`config.mk`:
```
export PLATFORM = sky130hd
export DESIGN_NAME = dcache_ctrl
export DESIGN_NICKNAME = d
export VERILOG_FILES = /design/src/rtl/dcache_pkg.sv /design/src/rtl/dcache_array.sv /design/src/rtl/dcache_ctrl.sv
export SDC_FILE = /design/constraint.sdc
export NUM_CORES = 1
export LEC_CHECK = 0
export ABC_CLOCK_PERIOD_IN_PS = 5600
export BUFFER_PORTS_ARGS = -buffer_cell sky130_fd_sc_hd__buf_4
export CAP_MARGIN = 20
export CORE_MARGIN = 2
export CORE_UTILIZATION = 55
export DETAILED_ROUTE_END_ITERATION = 7
export GPL_ROUTABILITY_DRIVEN = 1
export GPL_TIMING_DRIVEN = 0
export PLACE_DENSITY_LB_ADDON = 0.12
export SLEW_MARGIN = 25
export SYNTH_ARGS = -nofsm -noshare
export SYNTH_HDL_FRONTEND = slang
export SYNTH_SLANG_ARGS = --single-unit
```
`constraint.sdc`:
```
create_clock -name clk -period 5.6 [get_ports clk]
set_clock_uncertainty 0.05 [all_clocks]
set_input_delay 0.28 -clock clk [delete_from_list [all_inputs] [get_ports clk]]
set_output_delay 0.28 -clock clk [all_outputs]
set_load 0.01 [all_outputs]
```
`src/rtl/dcache_pkg.sv`:
```
// Shared types and constants for the direct-mapped write-through data cache.
package dcache_pkg;

   localparam int OFFW  = 2;
   localparam int ADDRW = 32;

   typedef enum logic [1:0] {
      IDLE,
      FILL,
      WRITE
   } state_t;

endpackage

```
`src/rtl/dcache_array.sv`:
```
// Valid/tag/data storage: one 32-bit word per line, async read, sync write.
module dcache_array #(
   parameter int NSETS = 16,
   parameter int IDXW  = $clog2(NSETS),
   parameter int TAGW  = 30 - IDXW
) (
   input  logic            clk,
   input  logic            reset,
   input  logic            we,
   input  logic [IDXW-1:0] widx,
   input  logic [TAGW-1:0] wtag,
   input  logic [31:0]     wdata,
   input  logic [IDXW-1:0] ridx,
   output logic            rvalid,
   output logic [TAGW-1:0] rtag,
   output logic [31:0]     rdata
);

   logic [NSETS-1:0] valid;
   logic [TAGW-1:0]  tags [NSETS];
   logic [31:0]      data [NSETS];

   always_ff @(posedge clk) begin
      if (reset)
         valid <= '0;
      else if (we)
         valid[widx] <= 1'b1;
   end

   // Tag/data carry no reset; a line is meaningless until its valid bit is set.
   always_ff @(posedge clk) begin
      if (we && !reset) begin
         tags[widx] <= wtag;
         data[widx] <= wdata;
      end
   end

   assign rvalid = valid[ridx];
   assign rtag   = tags[ridx];
   assign rdata  = data[ridx];

endmodule

```
`src/rtl/dcache_ctrl.sv`:
```
// Data cache controller: FSM, hit logic and single-word memory handshake.
// Optional load hit/miss counters are built when DCACHE_STATS_EN is defined.
module dcache_ctrl
   import dcache_pkg::*;
#(
   parameter int NSETS = 16,
   parameter int IDXW  = $clog2(NSETS)
) (
   input  logic        clk,
   input  logic        reset,
   input  logic        memreadM,
   input  logic        memwriteM,
   input  logic [31:0] addrM,
   input  logic [31:0] writedataM,
   output logic [31:0] readdataM,
   output logic        stallM,
   output logic        mem_req,
   output logic        mem_we,
   output logic [31:0] mem_addr,
   output logic [31:0] mem_wdata,
   input  logic [31:0] mem_rdata,
   input  logic        mem_ready
`ifdef DCACHE_STATS_EN
   ,
   output logic [31:0] hitcount,
   output logic [31:0] misscount
`endif
);

   localparam int TAGW = ADDRW - OFFW - IDXW;

   state_t          state;
   logic [IDXW-1:0] idx;
   logic [TAGW-1:0] tag;
   logic            line_valid;
   logic [TAGW-1:0] line_tag;
   logic [31:0]     line_data;
   logic            hit;
   logic            ready;
   logic            arr_we;
   logic [31:0]     arr_wdata;
   logic            unused_bits;

   assign idx         = addrM[IDXW+OFFW-1:OFFW];
   assign tag         = addrM[ADDRW-1:IDXW+OFFW];
   assign unused_bits = ^addrM[OFFW-1:0];
   assign hit         = line_valid && (line_tag == tag);
   assign ready       = mem_req && mem_ready;

   // Fills always overwrite the line; stores only refresh a line they hit.
   assign arr_we    = ready && ((state == FILL) || (state == WRITE && hit));
   assign arr_wdata = (state == FILL) ? mem_rdata : writedataM;

   dcache_array #(.NSETS(NSETS), .IDXW(IDXW), .TAGW(TAGW)) u_array (
      .clk    (clk),
      .reset  (reset),
      .we     (arr_we),
      .widx   (idx),
      .wtag   (tag),
      .wdata  (arr_wdata),
      .ridx   (idx),
      .rvalid (line_valid),
      .rtag   (line_tag),
      .rdata  (line_data)
   );

   always_comb begin
      stallM = 1'b0;
      case (state)
         IDLE:    stallM = memwriteM || (memreadM && !hit);
         FILL:    stallM = 1'b1;
         WRITE:   stallM = !ready;
         default: stallM = 1'b0;
      endcase
   end

   assign readdataM = (state == IDLE && memreadM && !memwriteM && hit) ? line_data : '0;

   always_ff @(posedge clk) begin
      if (reset) begin
         state     <= IDLE;
         mem_req   <= 1'b0;
         mem_we    <= 1'b0;
         mem_addr  <= '0;
         mem_wdata <= '0;
      end else begin
         case (state)
            IDLE: begin
               if (memwriteM) begin
                  state     <= WRITE;
                  mem_req   <= 1'b1;
                  mem_we    <= 1'b1;
                  mem_addr  <= {addrM[ADDRW-1:OFFW], {OFFW{1'b0}}};
                  mem_wdata <= writedataM;
               end else if (memreadM && !hit) begin
                  state    <= FILL;
                  mem_req  <= 1'b1;
                  mem_we   <= 1'b0;
                  mem_addr <= {addrM[ADDRW-1:OFFW], {OFFW{1'b0}}};
               end
            end
            FILL, WRITE: begin
               if (ready) begin
                  state   <= IDLE;
                  mem_req <= 1'b0;
                  mem_we  <= 1'b0;
               end
            end
            default: state <= IDLE;
         endcase
      end
   end

`ifdef DCACHE_STATS_EN
   logic from_fill;
   logic load_done;

   assign load_done = (state == IDLE) && memreadM && !memwriteM && hit;

   // A load that completes right after its own fill is a miss, not a hit.
   always_ff @(posedge clk) begin
      if (reset) begin
         from_fill <= 1'b0;
         hitcount  <= '0;
         misscount <= '0;
      end else begin
         from_fill <= (state == FILL) && ready;
         if (load_done) begin
            if (from_fill)
               misscount <= misscount + 32'd1;
            else
               hitcount <= hitcount + 32'd1;
         end
      end
   end
`endif

endmodule
```
After elaboration in Yosys (flattened, before gate mapping):

Memories as Yosys holds them, arrays and structs flattened.
Index checks and enable logic that the tools add are counted.

* $lt $le $gt $ge: 2
* equality and inequality tests: 5
* muxes and demuxes: 22
* bitwise logic cells: 1
* reduce and logical (&&, ||, !) cells: 24

Operator list (count)
* $mux 32: 4
* $eq 26x26->1: 1
* $or 16x16->16: 1
* $logic_and 1x1->1: 10
* $mux 1: 9
* $mux 2: 3
* $reduce_and 2->1: 3
* $lt 4x5->1 const B: 1
* $bmux 1 s4: 1
* $demux 1 s4: 1
* $ge 4x1->1 const B: 1
* $logic_not 1->1: 4
* $pmux 1 s2: 2
* $pmux 2 s2: 1
* $reduce_bool 2->1: 2
* $ne 3x3->1 const B: 1
* $pmux 1 s3: 1
* $reduce_and 3->1: 1
* $eq 2x1->1 const B: 1
* $eq 2x2->1 const B: 1
* $logic_not 2->1: 1
* $logic_or 1x1->1: 2
* $ne 2x2->1 const B: 1
* $reduce_or 2->1: 1

* bits in registers: 84
* bits in writable memories: 928
* bits of input ports: 101
* output and inout bits: 99
* word-level logic and storage cells: 62
* memories: 2

Memory list
* u_array.data: words 16, width 32, rd ports 1, clocked after Yosys merged registers in 0, wr ports 1, RTL line dcache_array.sv:21 `logic [31:0] data [NSETS];`
* u_array.tags: words 16, width 26, rd ports 1, clocked after Yosys merged registers in 0, wr ports 1, RTL line dcache_array.sv:20 `logic [TAGW-1:0] tags [NSETS];`

Longest topological paths before layout:

* word-level depth: 9
* depth in mapped cells: 15
* depth with buffers taken out: 9

By module:

From an unflattened synthesis, not the netlist that was laid out.

* cell total of the unflattened synthesis: 1905
* area total of the unflattened synthesis: 38982.4 µm²

Modules (own cells, without submodules)
* dcache_array: times used 1, cells each 1483, area each 35266.3 µm²
* dcache_ctrl: times used 1, cells each 422, area each 3716.1 µm²

Worst setup path after synthesis:

No wires, ideal clock.

* kind: input -> register
* start: input addrM[3]
* end: memory u_array.data[0][0] (enable)
* setup time: 474 ps
* arrival: 5248 ps
* data required time: 5076 ps
* slack: -172 ps
* cell stages on the path: 12
* buffers on the path: 4
* cells stage by stage: buf_6 buf_6 buf_6 buf_2 mux2i_1 o22ai_1 a2111oi_1 o2111ai_1 or4_4 nor2_4 a21oi_1 nor2_1

* cells in the longest elaborated chain, start to end: 9
* elaborated cells on any way between the ends: 11

Ends and longest elaborated chain
* start, declared: RTL line dcache_ctrl.sv:13 `input logic [31:0] addrM,`
* $mem_v2 16x26 / $bmux 1 s4 (equally long branches)
* $eq 26x26->1 / $mux 1 (equally long branches): RTL line dcache_ctrl.sv:47, dcache_array.sv:38
* $logic_and 1x1->1: RTL line dcache_ctrl.sv:47 `assign hit = line_valid && (line_tag == tag);`
* $logic_and 1x1->1: RTL line dcache_ctrl.sv:51 `assign arr_we = ready && ((state == FILL) || (state == WRITE && hit));`
* $logic_or 1x1->1: RTL line dcache_ctrl.sv:51
* $logic_and 1x1->1: RTL line dcache_ctrl.sv:51
* $logic_and 1x1->1: RTL line dcache_array.sv:32 `if (we && !reset) begin`
* $mux 1: RTL line dcache_array.sv:32
* $mux 1 (not written as such): RTL line dcache_array.sv:34 `data[widx] <= wdata;`
* end, declared: RTL line dcache_array.sv:21

Parallel ways exist; a longest one is shown, timed or not. The select of a mux whose other input is x is not followed.

Final worst setup path:

* start: input addrM[5]
* end: output readdataM[18]

* cells in the longest elaborated chain, start to end: 5
* elaborated cells on any way between the ends: 8

Ends and longest elaborated chain
* $mem_v2 16x26 / $bmux 1 s4 (equally long branches)
* $eq 26x26->1 / $mux 1 (equally long branches): RTL line dcache_ctrl.sv:47, dcache_array.sv:38
* $logic_and 1x1->1: RTL line dcache_ctrl.sv:47
* $logic_and 1x1->1: RTL line dcache_ctrl.sv:77 `assign readdataM = (state == IDLE && memreadM && !memwriteM && hit) ? line_data : '0;`
* $mux 32 *: RTL line dcache_ctrl.sv:77
* end, declared: RTL line dcache_ctrl.sv:15 `output logic [31:0] readdataM,`

Every way passes the cells marked *; elsewhere a longest branch is shown, timed or not. The select of a mux whose other input is x is not followed.

==> metrics.cfg <==
[run_status]
status=completed

[synth]
ys_types=64
syn_inst=1986
synth_most_common_cell=edfxtp_1
synthTopCellsByArea=edfxtp_1 (70%), mux4_2 (14%), dfxtp_1 (4.1%), mux2i_1 (2.5%), mux2_2 (1.5%)
synth_commonest_cells=edfxtp_1 (928), mux4_2 (251), nand2_1 (146), mux2i_1 (99), dfxtp_1 (82)
synth_top_cell_area_share=0.698
yosysTopAreaCell=edfxtp_1
netlist_area_um2=39900
yosys_warnings=0
async_flop_share=0
synth_edf_count=928
synthFlopType=edfxtp_1
ys_seq_area_frac=0.740
synth_seq_cells=1010
syn_area_per_cell_um2=20.1

[timing]
finalCritPeriodShare=0.991
tightest_slew_ns=1.03
max_slew_margin=0.313
min_period_ns=5.55
hold_violations=0
setup_violations=0
rsz0062_at_grt=no
drv_slew=0
max_freq_mhz=180
setup_tns_ns=0

[worst_setup_path]
worstSetupEndpointType=output port
r2r_start=u_array.tags[5][19]$_DFFE_PP_
rr_worst_depth=12
worstPathMaxFanout=10
rr_endpoint=u_array.data[0][31]$_DFFE_PP_
reg2reg_slack_ns=0.89
crit_required_ns=5.27
cp.arrival_ns=5.22
startpoint=addrM[5]
worstSetupPathType=input port to output port
startpoint_type=input port

[cts]
worstSkewPairLatency_ns=0.66
cts_tree=done
root_buffer=clkbuf_16
cts_sinks=1010
cts.path.max_buffers=3
cts_buffers=98
ctsHtreeMaxLevel=3
clk_pin_slew_worst_paths_ns=0.06

[routing]
firstDrtPassIters=6
drtIter0Drc=2591
ant_nets=0
vias=22100
via_per_inst=6.41
wl_per_cell_um=31.4
wl_um=108000
drc=0

[place]
hpwl_um=69100
portBuffers=191
routabilityCongestion=0.909

[floorplan]
ioPinCount=200
num_rows=98
core_area_um2=71600
die_area_um2=74700
start_util=0.557
die_h_um=273
die_w_um=273

[pwr]
cellLeakagePower_nw=16.2
power.density_nw_per_um2=345
combPwrFrac=0.089
p_seq_frac=0.510
p_sw_mw=3.76
finalPower_mw=16.6
vdd_drop_max_v=0.000251
p_sw_frac=0.226
internal_power_mw=12.9
p_clk_frac=0.401

[cells_and_area]
syn_to_final_growth_pct=20.9
seq_area_um2=29500
fillCellCount=4651
multi_input_area_um2=9900
nets=2508
drive_gt1_frac=0.324

[grt]
grt_util_all_layers=0.291
antenna_found_initial=2
grt_pass1_wl_um=155000
grt_max_degree=24
grt_pass1_vias=22500
overflow=0

[min_path]
whs_endpoint=state[1]$_SDFFE_PP0P_
min_path_cells=4
hp-class=input port to register
hp-start=memreadM

[run]
maxCapViolations=0

-- power groups by stage --
stage	registers, mW	logic (mW)	clock network, mW
CTS	8.49	1.48	6.73
global route	8.50	1.57	7.00
global placement	8.65	1.38	0
finish	8.49	1.47	6.67
floorplan	8.68	0.786	0
detailed placement	8.65	1.44	0
-- cells by family after synthesis --
| family | count (synthesis) | synth area share |
|---|---|---|
| XOR/XNOR | 19 | 0.00417 |
| flip-flops | 1010 | 0.740 |
| multiplexers | 404 | 0.182 |
| other | 1 | 0.0000940 |
| AO/OA/AOI/OAI | 153 | 0.0266 |
| adder cells (fa/ha/maj) | 4 | 0.00125 |
| buffers and inverters | 131 | 0.0162 |
| AND/OR/NAND/NOR | 264 | 0.0304 |
-- sequential cells by signal (all words and copies together), names as in the netlist --
signal	count
u_array.valid	16
u_array.data	512
mem_wdata	32
mem_we	1
mem_addr	30
u_array.tags	416
mem_req	1
state	2
-- cell usage in the layout (no fill, tap or decap), types with 54 or more instances in the layout --
| cell | n |
|---|---|
| mux4_2 | 251 |
| nand2_1 | 146 |
| edfxtp_1 | 928 |
| mux2_2 | 54 |
| buf_4 | 205 |
| dlygate4sd3_1 | 59 |
| clkbuf_16 | 101 |
| mux2i_1 | 99 |
| dfxtp_1 | 82 |
| clkbuf_1 | 66 |
-- through the flow --
stage	util	instances	area, um2	hold slack, ns	setup slack [ns]
2_1_floorplan	-	1987	39900	0.329	-0.172
4_1_cts	0.673	3439	48200	0.00102	0.0351
6_report	0.674	3439	48200	0.0269	0.0491
5_1_grt	0.674	3439	48200	0.0578	0.00584
3_5_place_dp	0.619	3195	44300	0.396	-0.386
3_3_place_gp	0.594	3128	42500	0.390	-5.24
-- timing repair --
| item | CTS | global route |
|---|---|---|
| endpoints found under the hold margin | 471 | 0 |
| endpoints found under the setup margin | 30 | 29 |
| setup buffers | 0 | 0 |
| hold buffers | 59 | 0 |
| pin swaps | 0 | 0 |
| gates resized for setup | 4 | 2 |
-- worst max path at each step --
stage,end,slack [ns],cells past startpoint
final,readdataM[18],0.05,14
after global routing,readdataM[27],0.006,15
after CTS,readdataM[1],0.04,14
after detailed placement,readdataM[1],-0.39,15
after global placement,u_array.data[15][12]$_DFFE_PP_,-5.24,12
after floorplan,u_array.data[0][0]$_DFFE_PP_,-0.17,12
-- critical path, cell delays in order --
cell	delay [ns]
buf_2	0.24
buf_2	0.42
buf_2	0.35
buf_2	0.40
clkbuf_1	0.75
o22ai_1	0.30
nor4_1	0.33
a41o_1	0.26
o221ai_1	0.21
nor4_4	0.30
nand3_1	0.35
clkbuf_2	0.40
nor2b_1	0.40
buf_4	0.19
-- metal layers --
metal | share of wire | GRT usage | vias to the layer above
met3 | 0.084 | 0.0518 | 224
li1 | - | - | 8988
met2 | 0.50 | 0.481 | 1233
met1 | 0.38 | 0.396 | 11600
met5 | 0.00012 | 0 | -
met4 | 0.037 | 0.100 | 2
-- final cells by class --
cell class | count | share of cell area
clock buffers | 134 | 0.0576
inverters | 18 | 0.00140
well taps | 950 | 0.0246
plain buffers | 112 | 0.0122
diodes | 1 | 0.0000519
flip-flops and latches | 1010 | 0.612
multi-input cells | 846 | 0.205
clock inverters | 51 | 0.0102
repair buffers | 317 | 0.0770
Note: power is estimated with default switching activity, not from simulation.
